$ cat config.mk
export PLATFORM = sky130hd
export DESIGN_NAME = div_unit
export DESIGN_NICKNAME = d
export VERILOG_FILES = /design/src/rtl/div_unit_pkg.sv /design/src/rtl/div_step.sv /design/src/rtl/div_unit.sv
export SDC_FILE = /design/constraint.sdc
export NUM_CORES = 1
export LEC_CHECK = 0
export ABC_CLOCK_PERIOD_IN_PS = 5750
export CAP_MARGIN = 0
export CORE_UTILIZATION = 35
export DETAILED_ROUTE_END_ITERATION = 10
export SKIP_CTS_REPAIR_TIMING = 1
export SKIP_LAST_GASP = 1
export SLEW_MARGIN = 5
export SYNTH_ARGS = -nofsm -noshare
export SYNTH_HDL_FRONTEND = slang
export SYNTH_SLANG_ARGS = --single-unit
$ cat constraint.sdc
create_clock -name clock -period 5.75 [get_ports clock]
set_clock_uncertainty 0.1 [all_clocks]
set_input_delay 0.8625 -clock clock [delete_from_list [all_inputs] [get_ports clock]]
set_output_delay 0.8625 -clock clock [all_outputs]
set_load 0.05 [all_outputs]
$ cat src/rtl/div_unit_pkg.sv
// Shared definitions for the iterative divider: FSM encoding, datapath widths
// and the magnitude helper used when operands are latched.
package div_unit_pkg;

    localparam int DIV_WIDTH = 32;
    localparam int DIV_ITERS = 32;
    localparam int CNT_WIDTH = $clog2(DIV_ITERS);

    typedef enum logic [1:0] {
        ST_IDLE = 2'b00,
        ST_RUN  = 2'b01,
        ST_FIX  = 2'b10,
        ST_DONE = 2'b11
    } div_state_t;

    // -2^31 maps onto itself, which is exactly 2^31 when read back as unsigned.
    function automatic logic [DIV_WIDTH-1:0] magnitude(input logic [DIV_WIDTH-1:0] v);
        return v[DIV_WIDTH-1] ? -v : v;
    endfunction

endpackage

$ cat src/rtl/div_step.sv
// One restoring-division iteration: shift {rem, quo} left, trial-subtract the
// divisor magnitude, and keep the difference when it does not go negative.
module div_step
    import div_unit_pkg::*;
(
    input  logic [DIV_WIDTH:0]   rem,
    input  logic [DIV_WIDTH-1:0] quo,
    input  logic [DIV_WIDTH-1:0] divisor,
    output logic [DIV_WIDTH:0]   rem_next,
    output logic [DIV_WIDTH-1:0] quo_next
);

    // One extra bit above the shifted remainder holds the borrow of the trial subtract.
    logic [DIV_WIDTH+1:0] rem_shift;
    logic [DIV_WIDTH+1:0] diff;

    // NOTE: every output gets a default before the if, otherwise a latch is inferred.
    always_comb begin
        rem_shift = {rem, quo[DIV_WIDTH-1]};
        diff      = rem_shift - {2'b00, divisor};
        rem_next  = rem_shift[DIV_WIDTH:0];
        quo_next  = {quo[DIV_WIDTH-2:0], 1'b0};
        if (!diff[DIV_WIDTH+1]) begin
            rem_next    = diff[DIV_WIDTH:0];
            quo_next[0] = 1'b1;
        end
    end

endmodule

$ cat src/rtl/div_unit.sv
// Multi-cycle signed 32-bit divider: one restoring step per cycle on operand
// magnitudes, then a sign-fix cycle before Hi (remainder) / Lo (quotient) load.
module div_unit
    import div_unit_pkg::*;
(
    input  logic                 clock,
    input  logic                 reset,
    input  logic                 Start,
    input  logic [DIV_WIDTH-1:0] Dividend,
    input  logic [DIV_WIDTH-1:0] Divisor,
    output logic                 Stall,
    output logic                 Done,
    output logic [DIV_WIDTH-1:0] Hi,
    output logic [DIV_WIDTH-1:0] Lo,
    output logic                 DivByZero
);

    div_state_t           state_q;
    logic [CNT_WIDTH-1:0] cnt_q;
    logic [DIV_WIDTH:0]   rem_q;
    logic [DIV_WIDTH-1:0] quo_q;
    logic [DIV_WIDTH-1:0] dsr_q;
    logic                 dvd_neg_q;
    logic                 dsr_neg_q;

    logic [DIV_WIDTH:0]   rem_next;
    logic [DIV_WIDTH-1:0] quo_next;
    logic                 accepting;

    div_step u_step (
        .rem      (rem_q),
        .quo      (quo_q),
        .divisor  (dsr_q),
        .rem_next (rem_next),
        .quo_next (quo_next)
    );

    assign accepting = (state_q == ST_IDLE) || (state_q == ST_DONE);

    // A divide-by-zero completes on the accepting edge, so it never stalls the pipe.
    assign Stall = (Start && accepting && (Divisor != '0))
                || (state_q == ST_RUN) || (state_q == ST_FIX);

    // NOTE: all state here is updated with non-blocking assignments so every
    // register samples pre-edge values, matching the hardware it describes.
    always_ff @(posedge clock) begin
        if (reset) begin
            state_q   <= ST_IDLE;
            cnt_q     <= '0;
            rem_q     <= '0;
            quo_q     <= '0;
            dsr_q     <= '0;
            dvd_neg_q <= 1'b0;
            dsr_neg_q <= 1'b0;
            Hi        <= '0;
            Lo        <= '0;
            Done      <= 1'b0;
            DivByZero <= 1'b0;
        end else begin
            Done <= 1'b0;
            case (state_q)
                ST_IDLE, ST_DONE: begin
                    if (Start) begin
                        dvd_neg_q <= Dividend[DIV_WIDTH-1];
                        dsr_neg_q <= Divisor[DIV_WIDTH-1];
                        rem_q     <= '0;
                        quo_q     <= magnitude(Dividend);
                        dsr_q     <= magnitude(Divisor);
                        cnt_q     <= CNT_WIDTH'(DIV_ITERS - 1);
                        if (Divisor == '0) begin
                            Hi        <= Dividend;
                            Lo        <= '1;
                            DivByZero <= 1'b1;
                            Done      <= 1'b1;
                            state_q   <= ST_DONE;
                        end else begin
                            state_q <= ST_RUN;
                        end
                    end else begin
                        state_q <= ST_IDLE;
                    end
                end
                ST_RUN: begin
                    rem_q <= rem_next;
                    quo_q <= quo_next;
                    if (cnt_q == '0) begin
                        state_q <= ST_FIX;
                    end else begin
                        cnt_q <= cnt_q - CNT_WIDTH'(1);
                    end
                end
                ST_FIX: begin
                    // Quotient sign is the XOR of operand signs; remainder follows the dividend.
                    Lo        <= (dvd_neg_q ^ dsr_neg_q) ? -quo_q : quo_q;
                    Hi        <= dvd_neg_q ? -rem_q[DIV_WIDTH-1:0] : rem_q[DIV_WIDTH-1:0];
                    DivByZero <= 1'b0;
                    Done      <= 1'b1;
                    state_q   <= ST_DONE;
                end
                default: state_q <= ST_IDLE;
            endcase
        end
    end

endmodule
Word level (Yosys, flattened, before mapping). Index checks and enable logic that the tools add are counted. Widths: inputs -> output; s select.

Flip-flop bits (word level): 172. Bits in latches: 0. Memory bits (writable): 0. ROM bits: 0. Memories kept: 0.

$add $sub $neg: 6. $mul: 0. Div/mod/pow operators: 0. Magnitude comparators: 0. Eq/ne operators: 7. Shifts and indexed selects: 0. Mux-type cells: 29. Bitwise gates (word level): 1. Reductions and logical operators: 16.

Operators with widths (count): $mux 32 (9); $pmux 32 s2 (3); $neg 32->32 (4); $mux 33 (2); $pmux 33 s2 (1); $sub 34x32->34 (1); $logic_not 32->1 (1); $reduce_bool 32->1 (1); $mux 5 (2); $pmux 5 s2 (1); $mux 2 (3); $ne 2x2->1 const B (3); $pmux 2 s3 (1); $reduce_and 3->1 (2); $logic_not 5->1 (1); $mux 1 (5); $sub 5x1->5 const B (1); $eq 2x2->1 const B (2); $pmux 1 s2 (2); $reduce_and 2->1 (2); $reduce_bool 2->1 (2); $logic_or 1x1->1 (3); $eq 2x1->1 const B (1); $logic_and 1x1->1 (2); other kinds (4) (4).

Logic depth before layout (Yosys ltp).
Depth in word-level cells: 6. Mapped depth: 13. Mapped depth without buffers: 13.

Modules after synthesis. Synthesis repeated with hierarchy kept, for this count alone.

Cell total of the unflattened synthesis: 1531. Area, all modules: 11745.0 um^2.

By module, submodules not included: div_unit (times used 1, cells each 1172, area each 9341.5 um^2, seq. area each 3443.3 um^2); div_step (times used 1, cells each 359, area each 2403.6 um^2, seq. area each 0.0 um^2).

Least setup slack after synthesis. No wires, ideal clock.

Kind: input to output. From: input port Divisor[7]. To: output port Stall. Data arrival time: 2.930 ns. Data required time: 4.788 ns. Setup slack: 1.858 ns. Stages: 5. Cell sequence: or4_1 nor4b_4 nand3_2 or4_4 a211o_1.

Cells in the longest elaborated chain, start to end: 4.

RTL lines: start, declared (line div_unit.sv:10) `input logic [DIV_WIDTH-1:0] Divisor,`; $reduce_bool 32->1 (line div_unit.sv:41) `assign Stall = (Start && accepting && (Divisor != '0))`; $logic_and 1x1->1 (line div_unit.sv:41); $logic_or 1x1->1 (2 in series) (line div_unit.sv:42) `|| (state_q == ST_RUN) || (state_q == ST_FIX);`; end, declared (line div_unit.sv:11) `output logic Stall,`.

No other way between the ends.

Final worst setup path. Ends and elaborated chain as after synthesis.

==> results.txt <==
Status -> finished, final reports clean
Initial Utilization -> 35.7%
Vias per inst -> 5.39
Slew @ Worst Pin -> 1210 ps
Worst Setup End Kind -> output port
Initial DRC count -> 651
Max Clock Freq -> 193 MHz
Final ANT Viol Nets -> 0
Port bufs -> 133
Critical path class -> input pin to output port
WL per Instance -> 16.7 um
Max Slew Vio Count -> 0
Worst skew pair latency -> 440 ps
Synth Area in XOR/XNOR -> 11.6%
GRT Overall Usage -> 19.7%
Main flop type after synthesis -> dfxtp_1
RSZ-0062 raised after global routing -> false
Die Area -> 0.0330 mm^2
Post-synth EDFFs -> 0
Yosys top cell by area -> dfxtp_1
Period Utilization, post-route -> 90.1%
Max Root-Sink Buffers -> 2
Hold_sp -> Hi[13]$_SDFFE_PP0P_
Total grt overflow -> 0
Rel. slew slack -> 19.2%
Clk sinks -> 172
Layout cells sized above 1 -> 5.69%
Initial DRT Pass Iterations -> 5
Worst endpoint required time -> 4790 ps
Sequential Area -> 0.00344 mm^2
Final nets -> 1642
Register clock-pin slew on the reported worst setup and hold paths -> 70 ps
Reg-to-Reg End -> rem_q[32]$_SDFFE_PP0P_
Mux share of post-synthesis cell area -> 3.02%
Final setup viols -> 0
Compound-Gate Fraction of Synth Area -> 25.8%
Post-synth top area share -> 30.5%
First-pass GRT wire length -> 51900 um
Main combinational cell family by area after synthesis -> compound AO/OA/AOI/OAI gates
Worst R2R Start -> rem_q[0]$_SDFFE_PP0P_
Type of the most critical hold path -> flop to flop
Synth top area cells -> dfxtp_1 (31%), xor2_1 (8.5%), nand2_1 (6.4%)
Routability cong. -> 0.905
Netlist Area Pre-Place -> 0.0113 mm^2
Row count -> 65
Yosys warnings -> 0
Crit path launch type -> input pin
Hold depth -> 2
Peak VDD IR -> 0.234 mV
DRC -> 0
Synth Area in Simple Gates -> 19.2%
P&R area growth vs syn -> 19.9%
Largest net degree at the start of global routing -> 64
Path depth of the worst reg2reg path -> 11
CTS Buf Count -> 17
Synth cell types -> 66
Worst Hold Path EP -> Hi[13]$_SDFFE_PP0P_
CTS tree -> built
Pwr/cell area -> 401 mW/mm^2
Most numerous cell in the Yosys netlist -> nand2_1
Gate Count Post-Synth -> 1456
H-tree depth -> 4
Lkg Pwr -> 4.96 nW
HPWL after DPL -> 24700 um
Post-synth top cells -> nand2_1 (192), dfxtp_1 (172), nor2_1 (143), a21oi_1 (111), xor2_1 (109)
R2R setup slack -> 1720 ps
Mapped Nets -> 1564
Die height -> 182 um
Chip width -> 182 um
Max Cap Viol -> 0
Hold Fails Final Rpt -> 0
# fillers -> 3196
Multi-input gate area -> 0.00730 mm^2
Ports -> 134
Initial antenna violation count -> 0
Vias in the first global route -> 9712
Async S/R FF share, synth -> 0%
CP Launch Point -> Divisor[7]
Pre-CTS setup slack -> 560 ps
WL final -> 32500 um
TNS Setup -> 0 ps
Synth Area in Adders -> 4.61%
CP max FO -> 6
Avg Cell Area, Syn -> 7.75 um^2
FF+latch count, synth -> 172
Final min period -> 5180 ps
Total number of vias -> 10500
CTS root buffer -> clkbuf_16
PnR worst setup slack -> 569 ps
Seq/Total Area, Yosys -> 30.5%
Crit path DAT -> 4220 ps
Core Area -> 0.0316 mm^2
[through the flow]
| stage | instance area, um^2 | power (W) | instances | utilization, % | hold WS (ps) |
|---|---|---|---|---|---|
| after global routing | 13500 | 0.00579 | 1949 | 42.8 | 376 |
| after floorplan | 11300 | 0.00352 | 1456 | - | 332 |
| final | 13500 | 0.00542 | 1950 | 42.8 | 355 |
| after global placement | 12900 | 0.00423 | 1917 | 40.9 | 342 |
| after CTS | 13500 | 0.00545 | 1949 | 42.8 | 358 |
| after detailed placement | 12900 | 0.00427 | 1917 | 40.9 | 347 |
[worst max-delay path by stage]
| stage | endpoint | slack, ps | cells past startpoint |
|---|---|---|---|
| 2_1_floorplan | Stall | 1860 | 5 |
| 4_1_cts | Stall | 560 | 7 |
| 3_5_place_dp | Stall | 560 | 7 |
| 3_3_place_gp | Stall | 590 | 7 |
| 6_report | Stall | 570 | 7 |
| 5_1_grt | Stall | 480 | 7 |
[routing by layer]
metal	vias up	wire [um]	share of wire (%)	global-route usage (%)
met5	-	0	0	0
met4	0	853	2.6	6.98
met3	41	1400	4.3	2.51
met2	267	14300	44	31.1
met1	4826	16000	49	27.5
li1	5375	-	-	-
[cell families (layout without fill, tap and decap cells)]
logic type	count (synthesis)	in the layout
simple gates	472	472
xor+xnor	149	149
buf+inv	151	242
other cells	0	1
mux	34	34
fa+ha+maj	41	41
compound gates	437	437
flops	172	172
[final cells by class]
cell class | count | share of cell area (%)
clock inverter | 15 | 1.24
inverter | 58 | 1.61
clock buffer | 17 | 3.14
timing repair buffer | 152 | 10.9
multi-input combinational | 1133 | 53.9
tap | 402 | 3.72
antenna | 1 | 0.0185
sequential | 172 | 25.5
[registers in the layout, indices dropped and copies added (netlist names), 2 cells and up]
register	count
Lo	32
cnt_q	5
Hi	32
rem_q	33
quo_q	32
state_q	2
dsr_q	32
[power breakdown]
part           switching (W)  total [W]  leakage, nW  internal, W
registers           0.000218    0.00165         1.40      0.00143
logic                0.00165    0.00259         3.27     0.000939
clock network       0.000586    0.00118        0.294     0.000591
[cell usage in the layout, fill, tap and decap left out, types with 7 or more instances in the layout]
| cell | instances |
|---|---|
| nor3_1 | 16 |
| inv_1 | 58 |
| nor2b_1 | 9 |
| clkdlybuf4s50_1 | 132 |
| a21o_1 | 10 |
| nand2_1 | 192 |
| a311oi_1 | 24 |
| or3_1 | 17 |
| a211oi_1 | 51 |
| xnor2_1 | 39 |
| nor2_1 | 142 |
| clkbuf_16 | 17 |
| nand3_1 | 18 |
| a31oi_1 | 10 |
| inv_8 | 7 |
| o41ai_1 | 13 |
| dfxtp_1 | 172 |
| a311oi_2 | 9 |
| and3_1 | 7 |
| o31ai_1 | 32 |
| xor2_1 | 109 |
| nand2b_1 | 9 |
| o211ai_1 | 41 |
| buf_4 | 20 |
| o21ai_0 | 99 |
| nor4_1 | 9 |
| mux2i_1 | 34 |
| a21oi_1 | 110 |
| ha_1 | 39 |
| or4_1 | 19 |
[critical path: stages]
cell             delay, ps
clkdlybuf4s50_1        490
or4_1                  670
nor4b_4                320
nand3_2                180
or4_4                  630
a211o_1                360
clkdlybuf4s50_1        710
(Power assumes the default switching activity.)
